File: config.mk
export PLATFORM = sky130hd
export DESIGN_NAME = johnson_decoder
export DESIGN_NICKNAME = d
export VERILOG_FILES = /design/src/rtl/johnson_decoder.sv
export SDC_FILE = /design/constraint.sdc
export NUM_CORES = 1
export LEC_CHECK = 0
export ABC_AREA = 1
export ABC_CLOCK_PERIOD_IN_PS = 2000
export BUFFER_PORTS_ARGS = -buffer_cell sky130_fd_sc_hd__buf_2
export CAP_MARGIN = 5
export CELL_PAD_IN_SITES_DETAIL_PLACEMENT = 1
export CELL_PAD_IN_SITES_GLOBAL_PLACEMENT = 1
export CORE_MARGIN = 2
export CORE_UTILIZATION = 37
export CTS_CLUSTER_DIAMETER = 80
export DETAILED_ROUTE_END_ITERATION = 8
export GPL_ROUTABILITY_DRIVEN = 0
export PLACE_DENSITY_LB_ADDON = 0.2
export SYNTH_ARGS = -nofsm -noshare
export SYNTH_HDL_FRONTEND = slang
export SYNTH_SLANG_ARGS = --single-unit
File: constraint.sdc
create_clock -name clk -period 2 [get_ports clk]
set_clock_uncertainty 0.1 [all_clocks]
set_input_delay 0.6 -clock clk [delete_from_list [all_inputs] [get_ports clk]]
set_output_delay 0.6 -clock clk [all_outputs]
set_load 0.005 [all_outputs]
File: src/rtl/johnson_decoder.sv
// Decoder and integrity monitor for a 4-bit Johnson-coded phase bus: maps each
// sampled code to a 3-bit phase, flags illegal words and sequence breaks, counts errors.
module johnson_decoder #(
  parameter int ERR_W = 8
) (
  input  logic             clk,
  input  logic             reset,
  input  logic             in_valid,
  input  logic [3:0]       code,
  output logic             out_valid,
  output logic [2:0]       phase,
  output logic             illegal,
  output logic             seq_err,
  output logic             locked,
  output logic [ERR_W-1:0] err_cnt
);

  typedef enum logic {UNLOCKED = 1'b0, LOCKED = 1'b1} state_t;

  state_t           state, state_nx;
  logic [2:0]       last, last_nx;
  logic [2:0]       dec;
  logic             legal;
  logic             ov_nx, il_nx, se_nx, bump;
  logic [2:0]       ph_nx;
  logic [ERR_W-1:0] cnt_nx;

  always_comb begin
    legal = 1'b1;
    dec   = 3'd0;
    case (code)
      4'b0000: dec = 3'd0;
      4'b1000: dec = 3'd1;
      4'b1100: dec = 3'd2;
      4'b1110: dec = 3'd3;
      4'b1111: dec = 3'd4;
      4'b0111: dec = 3'd5;
      4'b0011: dec = 3'd6;
      4'b0001: dec = 3'd7;
      default: legal = 1'b0;
    endcase
  end

  always_comb begin
    state_nx = state;
    last_nx  = last;
    ov_nx    = 1'b0;
    il_nx    = 1'b0;
    se_nx    = 1'b0;
    ph_nx    = phase;
    bump     = 1'b0;
    if (in_valid) begin
      if (!legal) begin
        il_nx    = 1'b1;
        bump     = 1'b1;
        state_nx = UNLOCKED;
      end else begin
        ov_nx    = 1'b1;
        ph_nx    = dec;
        last_nx  = dec;
        state_nx = LOCKED;
        // Successor check only once there is history; a mismatch resyncs to dec.
        if (state == LOCKED && dec != 3'(last + 3'd1)) begin
          se_nx = 1'b1;
          bump  = 1'b1;
        end
      end
    end
    cnt_nx = (bump && err_cnt != {ERR_W{1'b1}}) ? err_cnt + 1'b1 : err_cnt;
  end

  always_ff @(posedge clk or negedge reset) begin
    if (!reset) begin
      state     <= UNLOCKED;
      last      <= 3'd0;
      out_valid <= 1'b0;
      phase     <= 3'd0;
      illegal   <= 1'b0;
      seq_err   <= 1'b0;
      err_cnt   <= '0;
    end else begin
      state     <= state_nx;
      last      <= last_nx;
      out_valid <= ov_nx;
      phase     <= ph_nx;
      illegal   <= il_nx;
      seq_err   <= se_nx;
      err_cnt   <= cnt_nx;
    end
  end

  assign locked = (state == LOCKED);

endmodule
Yosys cells after proc, flatten, opt, wreduce, memory -nomap -nowiden
Index checks and enable logic that the tools add are counted.
W data, S select, Z words.
- output and inout port bits: 15
- word-level logic and storage cells: 33
- flip-flop bits (word level): 15
- add/sub/neg operators: 2
- muxes and demuxes: 11
- reductions and logical operators: 5
- equality and inequality tests: 9
- operators by type and width (operator ; count):
    $pmux W3 S7 ; 1
    $eq A4 B4 Y1 const B ; 4
    $mux W1 ; 10
    $add A8 B1 Y8 const B ; 1
    $ne A8 B8 Y1 const B ; 1
    $reduce_or A8 Y1 ; 1
    $eq A4 B1 Y1 const B ; 1
    $eq A4 B2 Y1 const B ; 1
    $eq A4 B3 Y1 const B ; 1
    $logic_not A4 Y1 ; 1
    $add A3 B1 Y3 const B ; 1
    $ne A3 B3 Y1 ; 1
    $logic_and A1 B1 Y1 ; 2
    $reduce_and A2 Y1 ; 1

Longest topological paths before layout
Gate-level depths: netlist (run 1).
- depth in word-level cells: 8
- mapped depth: 13
- depth with buffers taken out: 13

Least setup slack after synthesis (run 1)
OpenSTA, ideal clock, no wires.
- path kind: input to register
- start point: input code[1]
- end point: register err_cnt[4]
- path buffers: 0
- stages: 10
- arrival: 1.371 ns
- library setup time: 0.116 ns
- setup slack: 0.412 ns
- cell sequence: xnor2_1 -> nand2_1 -> nand2_1 -> nand2_2 -> nand3_2 -> nand2_2 -> nand2_4 -> nand2_8 -> nand2_2 -> nand2_2
- longest elaborated chain between the ends: 8
- ends and longest elaborated chain (what ; line ; source):
    start, declared ; 9 ; input logic [3:0] code,
    $eq A4 B1 Y1 (tied with other cells) ; 31 ; case (code)
    $pmux W3 S7 ; 31 ;
    $ne A3 B3 Y1 ; 63 ; if (state == LOCKED && dec != 3'(last + 3'd1)) begin
    $logic_and A1 B1 Y1 ; 63 ;
    $mux W1 ; 63 ;
    $mux W1 * ; 53 ; if (!legal) begin
    $mux W1 * ; 52 ; if (in_valid) begin
    $logic_and A1 B1 Y1 * ; 69 ; cnt_nx = (bump && err_cnt != {ERR_W{1'b1}}) ? err_cnt + 1'b1 : err_cnt;
    end signal, assigned ; 88 ; err_cnt <= cnt_nx;
    end, declared ; 15 ; output logic [ERR_W-1:0] err_cnt
Mark *: on every way between the ends. The rest lies on a longest branch, timed or not.
A chain may end at the register's enable or synchronous reset.

Final worst setup path (run 1)
- start point: register last[0]
- end point: register err_cnt[0]
- longest elaborated chain between the ends: 7
- ends and longest elaborated chain (what ; line ; source):
    start, declared ; 21 ; logic [2:0] last, last_nx;
    start signal, assigned ; 83 ; last <= last_nx;
    $add A3 B1 Y3 ; 63 ;
    $ne A3 B3 Y1 ; 63 ;
    $logic_and A1 B1 Y1 ; 63 ;
    $mux W1 ; 63 ;
    $mux W1 ; 53 ;
    $mux W1 ; 52 ;
    $logic_and A1 B1 Y1 ; 69 ;
No other way between the ends.

==> results of run 1 <==
metrics by stage:
step / std cells / total power [mW] / area, um^2 / setup WS (ns) / hold slack [ns]
detailed placement: 162 / 0.821 / 1050 / 0.123 / 0.419
floorplan: 113 / 0.679 / 910 / 0.412 / 0.204
finish: 166 / 0.985 / 1080 / 0.282 / 0.0988
CTS: 166 / 1.00 / 1080 / 0.269 / 0.101
global route: 166 / 1.08 / 1080 / 0.121 / 0.106
global placement: 162 / 0.805 / 1050 / 0.168 / 0.420
placed cells by master, fill, tap and decap left out, types with 3 or more instances in the layout:
master / Yosys / routed
nor2_1: 6 / 6
inv_1: 13 / 13
buf_2: 0 / 21
nand2_2: 12 / 12
a21oi_1: 3 / 3
nand2_1: 27 / 27
clkbuf_4: 0 / 3
nand3_1: 17 / 17
xnor2_1: 5 / 5
dfrtp_1: 15 / 15
area by class of cell:
cell class | instances | share of cell area (%)
flip-flops and latches | 15 | 34.8
clock buffers | 3 | 2.09
repair buffers | 21 | 9.76
well taps | 28 | 3.25
multi-input cells | 83 | 44.4
inverters | 15 | 5.23
clock inverters | 1 | 0.465
per-layer routing:
metal,global-route usage (%),up-vias,share of wire (%)
met2,28.2,15,44
met4,5.13,0,1.1
met3,3.61,4,3.8
li1,-,408,-
met5,0,-,0
met1,24.2,374,51
sequential cells by signal, summed over array words and instances (netlist names):
register / count
locked: 1
last: 3
seq_err: 1
illegal: 1
err_cnt: 8
out_valid: 1
power by group through the flow:
stage                     Sequential [mW]  Clock, mW  Combinational, mW
final                               0.463      0.176              0.346
after global routing                0.476      0.200              0.403
after detailed placement            0.470          0              0.351
after global placement              0.462          0              0.344
after CTS                           0.463      0.184              0.353
after floorplan                     0.459          0              0.220
final timing paths:
check,start,end,slack (ns),depth (start not counted)
min in group clk,locked,locked,0.44,2
worst max register to register,last[0],err_cnt[0],0.28,13
worst max-delay path,last[0],err_cnt[0],0.28,13
worst min register to register,locked,locked,0.44,2
worst min-delay path,reset,err_cnt[2],0.1,1
max in group asynchronous,reset,err_cnt[0],1.43,1
kinds of logic after synthesis:
logic type / synth area share, %
AO/OA/AOI/OAI: 3.44
adder cells (fa/ha/maj): 2.75
AND/OR/NAND/NOR: 39.6
flip-flops: 41.3
XOR/XNOR: 6.74
buffers and inverters: 6.19
worst reg2reg max path, delay by kind of cell (launching register included):
family | cells | cell delay, ns
and+or+nand+nor | 10 | 0.75
adders and majority gates | 1 | 0.23
DFF | 1 | 0.43
buffers and inverters | 2 | 0.10
==> flow_summary.yaml, run 1 <==
outcome:
  status: "completed"
power:
  power_frac_comb_pct: 35.2
  pwr-share-clk_pct: 17.8
  p_seq_share_pct: 47.0
  power_leakage_nw: 0.629
  peakVddDrop_mv: 0.484
  switching_share_pct: 38.9
  p_int_mw: 0.602
  powerDensity_nw_per_um2: 914
  p_switching_mw: 0.383
finish:
  num_antenna_cells: 0
  fin_nets: 148
  fillers: 298
  utilization_pct: 47.3
  syn_to_final_growth_pct: 18.4
  multi_input_area_um2: 478
  seqCellArea_um2: 375
  final_layout_size_suffix_gt1_share_pct: 31.9
yosys:
  yosysSeqAreaShare_pct: 41.3
  syn_nets: 122
  ys_types: 20
  synth_seq_cells: 15
  yosys_warnings: 0
  netlist_area_um2: 910
  synth_top_area_share_pct: 41.3
  synthCells: 113
  yosysMostFrequentCell: "nand2_1"
  synth_common_cells: "nand2_1, nand3_1, dfrtp_1, inv_1, nand2_2"
  synth_top_area_cell: "dfrtp_1"
  synth_edf_count: 0
  synth_top_flop_cell: "dfrtp_1"
  ys_top_cells_by_area: "dfrtp_1, nand2_1, nand3_1"
  postSynthAreaPerCell_um2: 8.05
  synthArstFlopShare_pct: 100
die:
  fp-row-count: 17
  chipHeight_um: 53.6
  dieArea_um2: 2870
  initial_core_util_pct: 40.0
  core_area_um2: 2280
  io_pins: 22
  die_w_um: 53.6
clock_tree:
  cts_max_level: 1
  cts_buffer_depth: 2
  clock-sinks: 15
  clk_latency_ns: 0.29
  clk_pin_slew_worst_paths_ns: 0.10
  cts_root_buf: "clkbuf_4"
  cts_resized: 0
  post_cts_buffers: 0
  cts_tree: "built"
  cts_buffers: 3
  cts_hold_buf: 0
timing:
  setup_viol: 0
  min_period_ns: 1.72
  max_slew_margin_pct: 76.8
  period_share_pct: 85.9
  hold_viol: 0
  fmax_ghz: 0.582
  rsz0062_at_grt: "no"
  timing.setup.tns_ns: 0
  worstMarginPinSlew_ns: 0.347
  maxSlewViolCount: 0
critical_path:
  cp_max_fo: 9
  cp-end-kind: "flop"
  cp.arrival_ns: 1.79
  crit_chain: "ha_1 > inv_1 > nand2_1 > nand2_1 > inv_1 > nand2_1 > nand2_1 > nand3_2 > nand2_2 > nand2_4 > nand2_8 > nand2_2 > nand2_1"
  critPathMostFrequentCell: "nand2_1"
  max_stage_delay_ns: 0.43
  required_ns: 2.07
  critPathTopFamily: "simple AND/OR/NAND/NOR gates"
  worstSetupStartpointType: "flop"
  critPathSlowestCell: "dfrtp_1"
  critPathKind: "flop to flop"
  critPathBufInv: 2
global_routing:
  grt_pass1_wl_um: 3680
  grt_usage_pct: 17.7
  overflow: 0
  antenna_found_initial: 0
  grt_pass1_vias: 829
  grt_max_degree: 16
placement:
  dp_hpwl_um: 1700
  numPortBuffers: 21
detailed_routing:
  drt.antenna.violating_nets: 0
  drcViolationCount: 0
  vias_per_cell: 4.83
  drt_iter0_markers: 4
  drt_wl_total_um: 2080
  dr.pass1.iters: 4
  wire_per_inst_um: 12.5
  vias: 801
job:
  maxCapViolations: 0
hold_path:
  hp-class: "input pin to asynchronous set/reset pin"
No activity file was read; power rests on OpenSTA's default activity.
==> inputs of run 2 (changes only) <==
- CORE_ASPECT_RATIO: default -> 0.8
==> run 2 against run 1 <==
Worst hold slack improved by 0.0037 ns; largest power group unchanged; final cell count fell by 0.60%; worst setup slack got worse by 0.0024 ns; combinational power rose by 2%.
==> flow_summary.yaml, run 2 (synthesis gave the netlist of run 1 again) <==
outcome:
  status: "completed"
finish:
  seqCellArea_um2: 375
  final_cells: 165
  multi_input_area_um2: 478
  utilization_pct: 45.1
  largestRegisters: "err_cnt: 8 flops, last: 3 flops"
  largest_register_ff_count: 8
  layout_commonest_cell: "nand2_1"
  fin_nets: 148
  num_antenna_cells: 0
  layout_common_cells: "nand2_1, buf_2, nand3_1"
  fillers: 305
  final_layout_size_suffix_gt1_share_pct: 31.2
  largest-register: "err_cnt"
  syn_to_final_growth_pct: 18.2
global_routing:
  grt_usage_pct: 17.6
  grt_pass1_wl_um: 3770
  overflow: 0
  antenna_found_initial: 0
  grt_pass1_vias: 843
  grt_max_degree: 16
detailed_routing:
  drt_wl_total_um: 2210
  dr.pass1.iters: 3
  wire_per_inst_um: 13.4
  drcViolationCount: 0
  vias: 800
  drt.antenna.violating_nets: 0
  drt_iter0_markers: 10
  vias_per_cell: 4.85
power:
  power_leakage_nw: 0.626
  peakVddDrop_mv: 0.332
  powerDensity_nw_per_um2: 925
critical_path:
  cp-startpoint: "last[0]"
  required_ns: 2.12
  cp_max_fo: 9
  r2r-start: "last[0]"
  reg2reg_depth: 9
  endpoint: "err_cnt[0]"
  cp-end-kind: "flop"
  r2r_slack_ns: 0.28
  cp.arrival_ns: 1.84
  reg2reg_to: "err_cnt[0]"
  worstSetupStartpointType: "flop"
  critPathKind: "flop to flop"
placement:
  dp_hpwl_um: 1800
  numPortBuffers: 21
  placed_cells: 161
  dpl_worst_slack_ns: 0.0891
clock_tree:
  cts_hold_buf: 0
  post_cts_buffers: 0
  clk_latency_ns: 0.29
  cts_buffer_depth: 2
  cts_root_buf: "clkbuf_4"
  cts_buffers: 3
  cts_max_level: 1
  clock-sinks: 15
  cts_tree: "built"
  clk_pin_slew_worst_paths_ns: 0.09
  cts_resized: 0
die:
  chipHeight_um: 48.4
  die_w_um: 59.4
  core_area_um2: 2380
  dieArea_um2: 2870
  fp-row-count: 16
  io_pins: 22
  initial_core_util_pct: 38.2
timing:
  rsz0062_at_grt: "no"
  period_share_pct: 86.0
  setup_slack_ns: 0.280
  maxSlewViolCount: 0
  timing.setup.tns_ns: 0
  min_period_ns: 1.72
  setup_viol: 0
  hold_viol: 0
  max_slew_margin_pct: 76.4
  fmax_ghz: 0.581
  worstMarginPinSlew_ns: 0.354
hold_path:
  hp-class: "input pin to asynchronous set/reset pin"
job:
  maxCapViolations: 0
## run 2: changes by cell type in the layout (fill, tap and decap cells not counted)
cell      previous run  this run
clkbuf_1             0         1
clkinv_2             1         0
## run 2: routing by layer
layer  part of all wire, %  track usage (%)  vias to the layer above
li1                      -                -                      409
met1                    50             23.3                      373
met2                    46             28.0                       16
met3                   3.5             5.61                        2
met4                  0.54             3.41                        0
met5                     0                0                        -
## run 2: critical path, stage by stage (launching register included)
cell and delay [ns]:
dfrtp_1 0.43, ha_1 0.35, nand3b_1 0.17, nand2_1 0.09, nand3_2 0.08, nand2_2 0.09
nand2_4 0.10, nand2_8 0.12, nand2_2 0.05, nand2_1 0.07
## run 2: report_power, final
part / internal, mW / switching (mW)
Clock: 0.0775 / 0.100
Sequential: 0.368 / 0.0944
Combinational: 0.160 / 0.194
## run 2: final cells by class
cell class                 count  share of cell area (%)
clock buffer                   4                    2.44
inverter                      15                    5.24
multi-input combinational     83                    44.5
sequential                    15                    34.9
tap                           27                    3.14
timing repair buffer          21                    9.78
## run 2: how the worst min path moves through the flow
stage | start | end | slack, ns | cells past startpoint
after floorplan | reset | err_cnt[0] | 0.20 | 0
after global placement | locked | locked | 0.41 | 2
after detailed placement | reset | out_valid | 0.43 | 1
after CTS | reset | seq_err | 0.10 | 1
after global routing | reset | seq_err | 0.10 | 1
final | reset | err_cnt[4] | 0.10 | 1
## run 2: stage by stage
stage	power [mW]	instance area, um^2	hold WS, ns
2_1_floorplan	0.679	910	0.204
3_3_place_gp	0.806	1050	0.415
3_5_place_dp	0.830	1050	0.427
4_1_cts	1.02	1070	0.102
5_1_grt	1.09	1070	0.102
6_report	0.994	1070	0.102
